File: config.mk
export PLATFORM = sky130hd
export DESIGN_NAME = hazard_detect
export DESIGN_NICKNAME = d
export VERILOG_FILES = /design/src/rtl/hazard_detect.sv
export SDC_FILE = /design/constraint.sdc
export NUM_CORES = 1
export LEC_CHECK = 0
export BUFFER_PORTS_ARGS = -buffer_cell sky130_fd_sc_hd__clkbuf_2
export CAP_MARGIN = 20
export CORE_ASPECT_RATIO = 1.25
export CORE_UTILIZATION = 40
export DETAILED_ROUTE_END_ITERATION = 6
export PLACE_DENSITY_LB_ADDON = 0.08
export SETUP_SLACK_MARGIN = 0.15
export SYNTH_ARGS = -nofsm -noshare
export SYNTH_HDL_FRONTEND = slang
export SYNTH_SLANG_ARGS = --single-unit
File: constraint.sdc
create_clock -name clk -period 6.15 [get_ports clk]
set_clock_uncertainty 0.1 [all_clocks]
set_input_delay 0.9225 -clock clk [delete_from_list [all_inputs] [get_ports clk]]
set_output_delay 0.9225 -clock clk [all_outputs]
set_load 0.05 [all_outputs]
File: src/rtl/hazard_detect.sv
// Load-use and multi-cycle divide hazard detection at the ID/EX boundary.
// Drives the stall request and keeps free-running stall statistics.
module hazard_detect #(
   parameter int unsigned REG_AW     = 5,
   parameter int unsigned DIV_CYCLES = 32,
   parameter int unsigned CNT_W      = 32
) (
   input  logic              clk,
   input  logic              rst_n,
   input  logic [REG_AW-1:0] ID_rs1,
   input  logic [REG_AW-1:0] ID_rs2,
   input  logic              ID_use_rs1,
   input  logic              ID_use_rs2,
   input  logic [REG_AW-1:0] IDEX_rd,
   input  logic              IDEX_MemRead,
   input  logic              IDEX_is_div,
   input  logic              kill,
   output logic              LoadUseHazard,
   output logic              div_busy,
   output logic              div_done,
   output logic [CNT_W-1:0]  lu_stall_cnt,
   output logic [CNT_W-1:0]  div_stall_cnt
);

   localparam int unsigned CW = $clog2(DIV_CYCLES);

   typedef enum logic [1:0] {IDLE, RUN, DONE} state_t;

   state_t          state, state_nx;
   logic [CW-1:0]   cnt, cnt_nx;
   logic [CNT_W-1:0] lu_cnt, div_cnt;
   logic            lu, div_stall, done_raw;

   assign lu = IDEX_MemRead && (IDEX_rd != '0) &&
               ((ID_use_rs1 && (ID_rs1 == IDEX_rd)) ||
                (ID_use_rs2 && (ID_rs2 == IDEX_rd)));

   // Divide FSM next state; kill overrides everything and returns to IDLE
   always_comb begin
      state_nx  = state;
      cnt_nx    = cnt;
      div_stall = 1'b0;
      done_raw  = 1'b0;
      case (state)
         IDLE: begin
            div_stall = IDEX_is_div && !kill;
            if (div_stall) begin
               cnt_nx   = CW'(DIV_CYCLES - 2);
               state_nx = (DIV_CYCLES == 2) ? DONE : RUN;
            end
         end
         RUN: begin
            div_stall = 1'b1;
            cnt_nx    = cnt - CW'(1);
            if (cnt == CW'(1)) state_nx = DONE;
         end
         DONE: begin
            done_raw = 1'b1;
            state_nx = IDLE;
         end
         default: state_nx = IDLE;
      endcase
      if (kill) begin
         state_nx = IDLE;
         cnt_nx   = '0;
      end
   end

   always_ff @(posedge clk) begin
      if (!rst_n) begin
         state   <= IDLE;
         cnt     <= '0;
         lu_cnt  <= '0;
         div_cnt <= '0;
      end else begin
         state <= state_nx;
         cnt   <= cnt_nx;
         if (lu && !kill)        lu_cnt  <= lu_cnt + CNT_W'(1);
         if (div_stall && !kill) div_cnt <= div_cnt + CNT_W'(1);
      end
   end

   // Outputs are held at zero for as long as reset is asserted
   assign LoadUseHazard = rst_n && (lu || div_stall) && !kill;
   assign div_busy      = rst_n && (state != IDLE);
   assign div_done      = rst_n && done_raw && !kill;
   assign lu_stall_cnt  = rst_n ? lu_cnt  : '0;
   assign div_stall_cnt = rst_n ? div_cnt : '0;

endmodule

# Word-level counts from Yosys, hierarchy flattened
# Index checks and enable logic that the tools add are counted.
op_classes:
  n_addsub: 3
  eq_ne: 7
  n_mux: 9
  bitwise: 1
  n_reduce_logical: 22
ops:
  columns: ["cell", "n"]
  rows:
  - ["adder 32 x 1 -> 32 bit, second input constant", 2]
  - ["2-to-1 mux 32 bit", 2]
  - ["logical AND 1 bit", 12]
  - ["== test 5 bit", 2]
  - ["case mux 5 bit (2 select lines)", 1]
  - ["== test 5 x 1 -> 1 bit, second input constant", 1]
  - ["2-to-1 mux 5 bit", 1]
  - ["nonzero test 5 bit", 1]
  - ["subtractor 5 x 1 -> 5 bit, second input constant", 1]
  - ["2-to-1 mux 2 bit", 2]
  - ["!= test 2 bit, second input constant", 2]
  - ["case mux 2 bit (2 select lines)", 1]
  - ["AND reduction 2 bit", 2]
  - ["nonzero test 2 bit", 2]
  - ["== test 2 x 1 -> 1 bit, second input constant", 1]
  - ["== test 2 bit, second input constant", 1]
  - ["zero test 2 bit", 1]
  - ["logical OR 1 bit", 2]
  - ["case mux 1 bit (2 select lines)", 1]
  - ["OR reduction 2 bit", 1]
  - ["zero test 1 bit", 1]
  - ["2-to-1 mux 1 bit", 1]
  - ["NOT 1 bit", 1]
word_totals:
  ff_bits: 71
  input_bits: 22
  out_inout_bits: 67
  word_cells: 46

# Logic depth before layout (Yosys ltp)
depth:
  depth_word: 7
  ltp_mapped: 7

# Worst setup path after synthesis
# No wires, ideal clock.
synth_path:
  path_type: "input -> output"
  from: "input port rst_n"
  to: "output port div_done"
  arrival_time_ps: 2466
  slack_ps: 2661
  cell_stages: 3
  path_buffers: 1
  path_cell_list: "clkbuf_1 -> nand2b_1 -> nor3b_1"
synth_via:
  elab_chain_cells: 2
synth_lines:
  columns: ["item", "line", "rtl"]
  rows:
  - ["start, declared", "9", "input logic rst_n,"]
  - ["logical AND 1 bit (2 in a row)", "86", "assign div_done = rst_n && done_raw && !kill;"]
  - ["end, declared", "20", "output logic div_done,"]
# Every way passes these cells.

# Worst setup path after layout
layout_path:
  from: "input port IDEX_rd[3]"
  to: "output port LoadUseHazard"
layout_via:
  elab_chain_cells: 7
layout_lines:
  columns: ["item", "line", "rtl"]
  rows:
  - ["start, declared", "14", "input logic [REG_AW-1:0] IDEX_rd,"]
  - ["== test 5 bit, on equally long branches", "35, 36", null]
  - ["logical AND 1 bit, on equally long branches", "35, 36", null]
  - ["logical OR 1 bit", "35", "((ID_use_rs1 && (ID_rs1 == IDEX_rd)) ||"]
  - ["logical AND 1 bit (*)", "34", "assign lu = IDEX_MemRead && (IDEX_rd != '0) &&"]
  - ["logical OR 1 bit (*)", "84", "assign LoadUseHazard = rst_n && (lu || div_stall) && !kill;"]
  - ["logical AND 1 bit (*) (2 in a row)", "84", null]
  - ["end, declared", "18", "output logic LoadUseHazard,"]
# Every way passes the cells marked *; elsewhere a longest branch is shown, timed or not.

==> results.cfg <==
[critical_path]
crit_family = buffers and inverters
r2r-start = div_cnt[3]$_SDFFE_PN0P_
critical-path-slowest-cell = nor4_2
path_max_fanout = 54
r2r_slack_ns = 3.63
crit_buf_inv = 3
cp_slowest_stage_delay_ns = 0.32
cp.arrival_ns = 2.57
crit_type = primary input to primary output
path_cells = clkbuf_2 -> xor2_1 -> nor4_2 -> a32oi_2 -> buf_4 -> nor2_1 -> o21a_1 -> clkbuf_2
end_kind = primary output
r2r_end = div_cnt[29]$_SDFFE_PN0P_
r2r_cells = 5
cpMostUsedCell = clkbuf_2
startpoint_type = primary input
cp_data_required_time_ns = 5.13

[timing]
min_period_over_period = 0.585
max_freq_mhz = 278
worstMarginPinSlew_ns = 0.581
finalSetupTns_ns = 0
finalCriticalPeriod_ns = 3.60
hold_viol_final = 0
rsz0062_at_grt = no
finalSetupViolations = 0
relSlewSlack = 0.611
timing.final.max_slew_violations = 0

[job]
drv_cap = 0

[power_and_ir_drop]
ir_drop_mv = 0.120
powerDensity_nw_per_um2 = 211
p_total_mw = 1.01
switching_share = 0.233
pwr-share-clk = 0.479
cellLeakagePower_nw = 1.90
p_switching_mw = 0.236
seq_power_share = 0.460
p_comb_frac = 0.061
internal_power_mw = 0.777

[detailed_routing]
drt_wl_total_um = 9630
ant_nets = 0
drt_iter0_markers = 128
viasPerCell = 5.37
drc = 0
vias = 3737
wire_per_inst_um = 13.8
first_pass_iters = 4

[clocking]
clock-sinks = 71
clk-insertion-delay-late_ns = 0.33
clock_path_buffers = 2
cts_max_level = 3
cts.repair.resized = 0
post_cts_buffers = 0
numCtsBuffers = 9
hold_buffers = 0
cts_tree = yes
root_buffer = clkbuf_16
clkSlewWorstSetupHoldPaths_ns = 0.06

[run_status]
status = complete, no violations

[logic_synthesis]
ys_types = 44
avgSynthCellArea_um2 = 8.22
yosys.area.top_type = dfxtp_1
ys_top_cells_by_area = dfxtp_1, and2_1, mux2_2
async_flop_share = 0
yosysTopAreaCellShare = 0.353
yosys_warnings = 0
postSynthNetCount = 516
seq_area_frac_synth = 0.353
synth_area_um2 = 4030
synthCells = 490
synth_flop_cell = dfxtp_1
ys_seq_elements = 71
synth_edf_count = 0

[global_routing]
grt_max_degree = 55
grt_use_total = 0.186
overflow = 0
grt_pass1_vias = 3420
antenna_found_initial = 0
grt_pass1_wl_um = 15800

[final_layout]
nNetsFinal = 591
drive_gt1_frac = 0.242
num_antenna_cells = 0
area.sequential_um2 = 1420
areaGrowthSynthToFinish_pct = 19.4
nFillCells = 991
multiInputGateArea_um2 = 2440

[floorplan]
rows = 40
initial_core_util = 0.415
io-pin-count = 89
coreArea_um2 = 9710
fp.dieW_um = 91.7
die_h_um = 114
die-area_um2 = 10500

[placed_design]
dp_hpwl_um = 6770
portBuffers = 88
place.gp.congestion = 0.789

[worst_hold_path]
min_from = cnt[4]$_SDFFE_PP0P_
holdCritPathClass = flip-flop to flip-flop
hold_depth = 1
hold_end = state[1]$_SDFFE_PP0P_
-- cells by family after synthesis --
logic type	synth area share
DFF	0.353
and+or+nand+nor	0.375
buffers and inverters	0.0401
AOI/OAI and AO/OA	0.0988
xor gates and xnor gates	0.0566
muxes	0.0637
adders and majority gates	0.0124
-- sequential cells by signal, indices dropped and copies added (netlist names) --
register  count
lu_cnt       32
state         2
cnt           5
div_cnt      32
-- layout by cell type (no fill, tap or decap), types with 2 or more instances in the layout --
master / netlist / layout
nand2_1: 24 / 24
xnor2_1: 15 / 15
nor2b_1: 3 / 3
o21ai_0: 9 / 9
clkbuf_1: 20 / 2
mux2i_1: 2 / 2
or4_1: 18 / 18
or3_1: 10 / 10
xor2_1: 11 / 11
nor4_1: 9 / 9
nor2_1: 51 / 51
clkbuf_16: 0 / 9
nor3_1: 13 / 13
nand4_1: 17 / 17
nand3_1: 21 / 21
o31ai_1: 17 / 17
inv_1: 8 / 7
and4_1: 9 / 9
a311oi_1: 2 / 2
ha_1: 4 / 4
and3_1: 8 / 8
a21oi_1: 29 / 29
o21a_1: 2 / 2
clkinv_2: 0 / 2
dfxtp_1: 71 / 71
buf_4: 0 / 5
clkbuf_8: 0 / 2
and2_1: 68 / 68
mux2_2: 21 / 21
clkbuf_2: 0 / 88
nor3b_1: 4 / 4
-- power groups by stage --
stage | sequential (mW) | clock (mW) | combinational (mW)
5_1_grt | 0.467 | 0.522 | 0.0691
2_1_floorplan | 0.475 | 0 | 0.0431
3_3_place_gp | 0.476 | 0 | 0.0606
3_5_place_dp | 0.476 | 0 | 0.0628
4_1_cts | 0.466 | 0.499 | 0.0628
6_report | 0.466 | 0.485 | 0.0618
-- how the worst max path moves through the flow --
stage                from       endpoint  slack [ns]  cells after the start
4_1_cts        IDEX_rd[3]  LoadUseHazard        2.53                      8
2_1_floorplan       rst_n       div_done        2.66                      3
5_1_grt        IDEX_rd[3]  LoadUseHazard        2.45                      8
3_5_place_dp   IDEX_rd[3]  LoadUseHazard        2.54                      8
6_report       IDEX_rd[3]  LoadUseHazard        2.55                      8
3_3_place_gp   IDEX_rd[0]  LoadUseHazard        2.58                      8
-- per-layer routing --
layer,wire (um),track usage,vias to the layer above
li1,-,-,1905
met1,4450,0.237,1741
met2,4690,0.311,78
met3,334,0.0332,13
met4,152,0.0771,0
met5,0,0,-
-- synthesized netlist by cell type, types with 2 or more instances --
| master | count |
|---|---|
| nor3b_1 | 4 |
| nor4_1 | 9 |
| and4_1 | 9 |
| buf_6 | 2 |
| or4_1 | 18 |
| a311oi_1 | 2 |
| a21oi_1 | 29 |
| xnor2_1 | 15 |
| o21ai_0 | 9 |
| nor2_1 | 51 |
| mux2i_1 | 2 |
| ha_1 | 4 |
| inv_1 | 8 |
| nor2b_1 | 3 |
| mux2_2 | 21 |
| o31ai_1 | 17 |
| nand2_1 | 24 |
| xor2_1 | 11 |
| nor3_1 | 13 |
| dfxtp_1 | 71 |
| nand3_1 | 21 |
| buf_2 | 6 |
| and3_1 | 8 |
| clkbuf_1 | 20 |
| nand4_1 | 17 |
| and2_1 | 68 |
| or3_1 | 10 |
| o21a_1 | 2 |
-- stage by stage --
step / hold slack (ns) / instances / util / setup WS [ns] / instance area (um2)
2_1_floorplan: 0.332 / 490 / - / 2.66 / 4030
3_3_place_gp: 0.349 / 680 / 0.467 / 2.58 / 4530
3_5_place_dp: 0.363 / 680 / 0.467 / 2.54 / 4530
4_1_cts: 0.371 / 696 / 0.495 / 2.53 / 4810
5_1_grt: 0.417 / 696 / 0.495 / 2.45 / 4810
6_report: 0.372 / 696 / 0.495 / 2.55 / 4810
-- layout make-up --
| cell class | instances | area share |
|---|---|---|
| tap | 126 | 0.0328 |
| clock inverter | 3 | 0.00364 |
| inverter | 8 | 0.00625 |
| timing repair buffer | 93 | 0.0994 |
| sequential | 71 | 0.296 |
| multi-input combinational | 382 | 0.508 |
| clock buffer | 13 | 0.0541 |
-- worst register-to-register path, delay by kind of cell (launching register included) --
kind,cells,cell delay [ns]
flops,1,0.44
mux,1,0.29
simple gates,4,1.57
No activity file was read; power rests on OpenSTA's default activity.
